==> config.mk <==
export PLATFORM = sky130hd
export DESIGN_NAME = osd_spi_master
export DESIGN_NICKNAME = d
export VERILOG_FILES = /design/src/rtl/osd_spi_master.sv
export SDC_FILE = /design/constraint.sdc
export NUM_CORES = 1
export LEC_CHECK = 0
export ABC_AREA = 0
export CAP_MARGIN = 20
export CORE_MARGIN = 2
export CORE_UTILIZATION = 55
export CTS_CLUSTER_DIAMETER = 50
export DETAILED_ROUTE_END_ITERATION = 7
export PLACE_DENSITY = 0.85
export SYNTH_ARGS = -nofsm -noshare
export SYNTH_HDL_FRONTEND = slang
export SYNTH_SLANG_ARGS = --single-unit
==> constraint.sdc <==
create_clock -name clk -period 4.2 [get_ports clk]
set_clock_uncertainty 0.1 [all_clocks]
set_input_delay 0.42 -clock clk [delete_from_list [all_inputs] [get_ports clk]]
set_output_delay 0.42 -clock clk [all_outputs]
set_load 0.05 [all_outputs]
==> src/rtl/osd_spi_master.sv <==
// SPI master driving the OSD overlay link: enable/disable commands and full-line
// bitmap writes, with column bytes pulled from a 1-cycle-latency byte source.
module osd_spi_master #(
  parameter int CLK_DIV = 4,
  parameter int GAP     = 2
) (
  input  logic       clk,
  input  logic       reset,
  input  logic       cmd_valid,
  output logic       cmd_ready,
  input  logic [1:0] cmd_op,
  input  logic [2:0] cmd_line,
  output logic       byte_req,
  output logic [6:0] byte_addr,
  input  logic [7:0] byte_data,
  output logic       sck,
  output logic       ss,
  output logic       sdi,
  output logic       done
);

  localparam logic [7:0] DIV_LAST = 8'(CLK_DIV - 1);
  localparam logic [7:0] GAP_LAST = (GAP > 0) ? 8'(GAP - 1) : 8'd0;
  localparam bit         HAS_GAP  = (GAP > 0);

  typedef enum logic [2:0] {S_IDLE, S_SHIFT, S_FETCH, S_TAIL, S_GAP} state_t;

  state_t      state_r, state_s;
  logic [7:0]  div_r, div_s;
  logic [2:0]  bit_r, bit_s;
  logic [8:0]  idx_r, idx_s;     // 0 = command byte, 1..256 = payload bytes
  logic [7:0]  data_r, data_s;
  logic        write_r, write_s;
  logic        nop_r, nop_s;
  logic        fsub_r, fsub_s;
  logic        cmd_ready_r, cmd_ready_s;
  logic        byte_req_r, byte_req_s;
  logic [6:0]  byte_addr_r, byte_addr_s;
  logic        sck_r, sck_s;
  logic        ss_r, ss_s;
  logic        sdi_r, sdi_s;
  logic        done_r, done_s;
  logic [7:0]  cmd_byte_s;

  assign cmd_ready = cmd_ready_r;
  assign byte_req  = byte_req_r;
  assign byte_addr = byte_addr_r;
  assign sck       = sck_r;
  assign ss        = ss_r;
  assign sdi       = sdi_r;
  assign done      = done_r;

  // Command byte for the requested operation.
  always_comb begin
    cmd_byte_s = 8'h00;
    case (cmd_op)
      2'd0:    cmd_byte_s = 8'h40;
      2'd1:    cmd_byte_s = 8'h41;
      2'd2:    cmd_byte_s = {5'b00100, cmd_line};
      default: cmd_byte_s = 8'h00;
    endcase
  end

  // Next-state and next-output logic.
  always_comb begin
    state_s     = state_r;
    div_s       = div_r;
    bit_s       = bit_r;
    idx_s       = idx_r;
    data_s      = data_r;
    write_s     = write_r;
    nop_s       = nop_r;
    fsub_s      = fsub_r;
    cmd_ready_s = cmd_ready_r;
    byte_req_s  = 1'b0;
    byte_addr_s = byte_addr_r;
    sck_s       = sck_r;
    ss_s        = ss_r;
    sdi_s       = sdi_r;
    done_s      = 1'b0;
    case (state_r)
      S_IDLE: begin
        if (cmd_valid && cmd_ready_r) begin
          cmd_ready_s = 1'b0;
          write_s     = (cmd_op == 2'd2);
          if (cmd_op == 2'd3) begin
            state_s = S_GAP;
            nop_s   = 1'b1;
            done_s  = 1'b1;
          end else begin
            state_s = S_SHIFT;
            nop_s   = 1'b0;
            ss_s    = 1'b0;
            sck_s   = 1'b0;
            data_s  = cmd_byte_s;
            sdi_s   = cmd_byte_s[7];
            bit_s   = 3'd7;
            div_s   = 8'd0;
            idx_s   = 9'd0;
          end
        end else begin
          cmd_ready_s = 1'b1;
        end
      end
      S_SHIFT: begin
        if (div_r == DIV_LAST) begin
          div_s = 8'd0;
          if (!sck_r) begin
            sck_s = 1'b1;
          end else begin
            sck_s = 1'b0;
            if (bit_r != 3'd0) begin
              bit_s = bit_r - 3'd1;
              sdi_s = data_r[bit_r - 3'd1];
            end else begin
              idx_s = idx_r + 9'd1;
              bit_s = 3'd7;
              if (!write_r || idx_r == 9'd256) begin
                state_s = S_TAIL;
              end else if (!idx_r[0]) begin
                // Even payload index: fetch a new column; odd index resends it.
                state_s     = S_FETCH;
                fsub_s      = 1'b0;
                byte_req_s  = 1'b1;
                byte_addr_s = idx_r[7:1];
              end else begin
                sdi_s = data_r[7];
              end
            end
          end
        end else begin
          div_s = div_r + 8'd1;
        end
      end
      S_FETCH: begin
        if (!fsub_r) begin
          fsub_s = 1'b1;
        end else begin
          state_s = S_SHIFT;
          data_s  = byte_data;
          sdi_s   = byte_data[7];
          div_s   = 8'd0;
          bit_s   = 3'd7;
          fsub_s  = 1'b0;
        end
      end
      S_TAIL: begin
        if (div_r == DIV_LAST) begin
          ss_s  = 1'b1;
          div_s = 8'd0;
          if (HAS_GAP) begin
            state_s = S_GAP;
          end else begin
            state_s     = S_IDLE;
            done_s      = 1'b1;
            cmd_ready_s = 1'b1;
            byte_addr_s = write_r ? byte_addr_r + 7'd1 : byte_addr_r;
          end
        end else begin
          div_s = div_r + 8'd1;
        end
      end
      S_GAP: begin
        if (nop_r) begin
          state_s     = S_IDLE;
          cmd_ready_s = 1'b1;
        end else if (div_r == GAP_LAST) begin
          state_s     = S_IDLE;
          done_s      = 1'b1;
          cmd_ready_s = 1'b1;
          byte_addr_s = write_r ? byte_addr_r + 7'd1 : byte_addr_r;
        end else begin
          div_s = div_r + 8'd1;
        end
      end
      default: begin
        state_s     = S_IDLE;
        ss_s        = 1'b1;
        sck_s       = 1'b0;
        cmd_ready_s = 1'b1;
      end
    endcase
  end

  // State, counters and registered outputs.
  always_ff @(posedge clk or posedge reset) begin
    if (reset) begin
      state_r     <= S_IDLE;
      div_r       <= 8'd0;
      bit_r       <= 3'd0;
      idx_r       <= 9'd0;
      data_r      <= 8'd0;
      write_r     <= 1'b0;
      nop_r       <= 1'b0;
      fsub_r      <= 1'b0;
      cmd_ready_r <= 1'b1;
      byte_req_r  <= 1'b0;
      byte_addr_r <= 7'd0;
      sck_r       <= 1'b0;
      ss_r        <= 1'b1;
      sdi_r       <= 1'b0;
      done_r      <= 1'b0;
    end else begin
      state_r     <= state_s;
      div_r       <= div_s;
      bit_r       <= bit_s;
      idx_r       <= idx_s;
      data_r      <= data_s;
      write_r     <= write_s;
      nop_r       <= nop_s;
      fsub_r      <= fsub_s;
      cmd_ready_r <= cmd_ready_s;
      byte_req_r  <= byte_req_s;
      byte_addr_r <= byte_addr_s;
      sck_r       <= sck_s;
      ss_r        <= ss_s;
      sdi_r       <= sdi_s;
      done_r      <= done_s;
    end
  end

endmodule

==> metrics.yaml <==
status:
  status: "complete, no violations"
setup_path:
  cp-end-kind: "register"
  regToRegStartpoint: "state_r[2]"
  rrSetupSlack_ps: 1510
  crit_arrival_ps: 2770
  critPathLaunchType: "register"
  startpoint: "state_r[2]"
  crit_fanout: 19
  cp-endpoint: "byte_addr[0]"
  worst-endpoint-required_ps: 4280
  critPathKind: "reg -> reg"
  rr_endpoint: "byte_addr[0]"
  r2r_cells: 6
global_route:
  grt_pass1_wl_um: 10500
  grt_pass1_vias: 2382
  grt_util_all_layers_pct: 24.0
  antenna_found_initial: 0
  grt_max_degree: 48
  grt_remaining_overflow: 0
timing:
  setup_violations: 0
  grt_setup_unrepaired: "false"
  finalHoldViolations: 0
  setup_slack_ps: 1510
  slew_headroom_pct: 49.8
  fin_crit_sh_pct: 64.0
  fmax_mhz: 372
  post-route-min-period_ps: 2690
  tightest_slew_ps: 747
  final-max-slew-violation-count: 0
  final.setup.tns_ps: 0
layout:
  insertedDiodeCount: 0
  final_nets: 363
  utilization_pct: 66.9
  areaGrowthSynthToFinish_pct: 15.0
  drive_gt1_share_pct: 10.9
  fill_cells: 422
synth:
  netlist.area_leader.share_pct: 40.2
  synthesis.instances: 311
  synthFlopType: "dfrtp_1"
  ys_async_sr_fraction_pct: 100
  synth_nets: 334
  synth_largest_area_cell: "dfrtp_1"
  synth_most_common_cell: "dfrtp_1"
  syn_avg_cell_area_um2: 9.02
  synth_area_mm2: 0.00280
  yosysUniqueCellTypes: 59
  ys_ff_latch: 47
  synth_edf_count: 0
  synth-seq-area-share_pct: 42.0
  yosys_warnings: 0
  yosys-top-cells-count: "45 x dfrtp_1, 41 x nand2_1, 23 x nand3_1, 23 x o21ai_0, 22 x nor2_1"
  synthTopCellsByArea: "dfrtp_1 40%, nand2_1 5.5%, nand3_1 4.1%"
die:
  core_area_mm2: 0.00482
  floorplan.rows: 25
  dieArea_mm2: 0.00569
  initial_utilization_pct: 58.2
  die_h_um: 75.4
  ios: 29
  die_x_um: 75.4
placement:
  port_buffers: 28
  dp_hpwl_um: 4390
  post-place-ws_ps: 1320
  place_congestion: 0.811
drt:
  wl_met3_um: 250
  vias: 2412
  vias_per_cell: 5.91
  drtIter0Drc: 127
  wl_met2_um: 2930
  routed_wl_um: 5980
  wl_met1_um: 2680
  top_layer_used: "met4"
  ant_nets: 0
  first_pass_iters: 4
  routedWlPerCell_um: 14.7
  drcViolationCount: 0
cts:
  clock-root-buffer: "clkbuf_8"
  clk_pin_slew_ps: 80
  numCtsBuffers: 5
  post_cts_buffers: 0
  cts_resized: 0
  clock_latency_ps: 300
  h-tree-depth: 2
  tritoncts: "yes"
  cts_hold_buffers: 0
  clockBufferDepth: 2
  cts_sinks: 47
run:
  maxCapViolCount: 0
power_and_ir_drop:
  irDropWorstVdd_mv: 0.239
  p_per_area_mw_per_mm2: 552
  total_power_mw: 1.78
  p_leak_nw: 1.33
min_path:
  hold_class: "in -> async"
## area by class of cell
class                           count  area (um^2)  share of cell area, %
Sequential cell                    47         1180                   36.6
Timing Repair Buffer               34          335                   10.4
Multi-Input combinational cell    241         1500                   46.5
Clock buffer                        6         72.6                   2.25
Tap cell                           67         83.8                   2.60
Clock inverter                      2         12.5                  0.388
Inverter                           11         41.3                   1.28
## through the flow
stage / instance area (um^2) / hold WS, ps / std cells
finish: 3220 / 219 / 408
global route: 3220 / 241 / 408
CTS: 3190 / 377 / 405
detailed placement: 3110 / 356 / 397
global placement: 3110 / 346 / 397
floorplan: 2800 / 334 / 311
## worst min-delay path by stage
stage	to	cells past startpoint	slack, ps	start
floorplan	data_r[4]	2	330	data_r[4]
global route	byte_addr[6]	2	240	reset
CTS	data_r[3]	2	380	data_r[3]
finish	idx_r[6]	2	220	reset
detailed placement	data_r[3]	2	360	data_r[3]
global placement	data_r[3]	2	350	data_r[3]
## state kept, by name, summed over array words and instances, names as in the netlist
signal and count:
idx_r 9, data_r 8, div_r 8, byte_addr 7, bit_r 3, state_r 3, byte_req 1, cmd_ready 1
done 1, fsub_r 1, nop_r 1, sck 1, sdi 1, ss 1, write_r 1
## cell families after synthesis
logic type,share of synthesized area (%)
DFF,42.0
buffers and inverters,4.46
xor gates and xnor gates,1.56
and+or+nand+nor,26.7
adders and majority gates,3.12
AOI/OAI and AO/OA,18.6
muxes,3.53
## per-layer routing
| metal | up-vias | global-route usage (%) |
|---|---|---|
| met4 | 0 | 9.55 |
| met5 | - | 0 |
| met2 | 66 | 39.8 |
| li1 | 1196 | - |
| met1 | 1136 | 31.4 |
| met3 | 14 | 4.10 |
## cell usage in the layout, fill, tap and decap left out, types with 3 or more instances in the layout
cell type,instances
mux2_2,3
nor3_1,8
xnor2_1,5
buf_4,3
a31oi_1,6
nand2_1,41
nand2b_1,6
and3_1,7
clkbuf_8,5
nand4_1,5
inv_1,10
a21oi_2,5
nor2_1,22
ha_1,7
clkdlybuf4s50_1,28
o21ai_0,23
dfrtp_1,45
nand3_1,23
a21oi_1,20
o31ai_1,10
nor2b_1,4
o22ai_1,4
## worst max-delay path, stage by stage (launching register included)
cell and delay [ps]:
dfrtp_1 670, nor3b_4 650, nand4_1 250, a222oi_1 360, buf_4 280, mux2i_1 200, nand2_1 70
## power breakdown
part	total (mW)	switching (mW)	internal, mW
clock	0.263	0.147	0.116
combinational	0.780	0.451	0.329
sequential	0.738	0.151	0.587
total	1.78	0.749	1.03
Power figures use the tool's default switching activity.
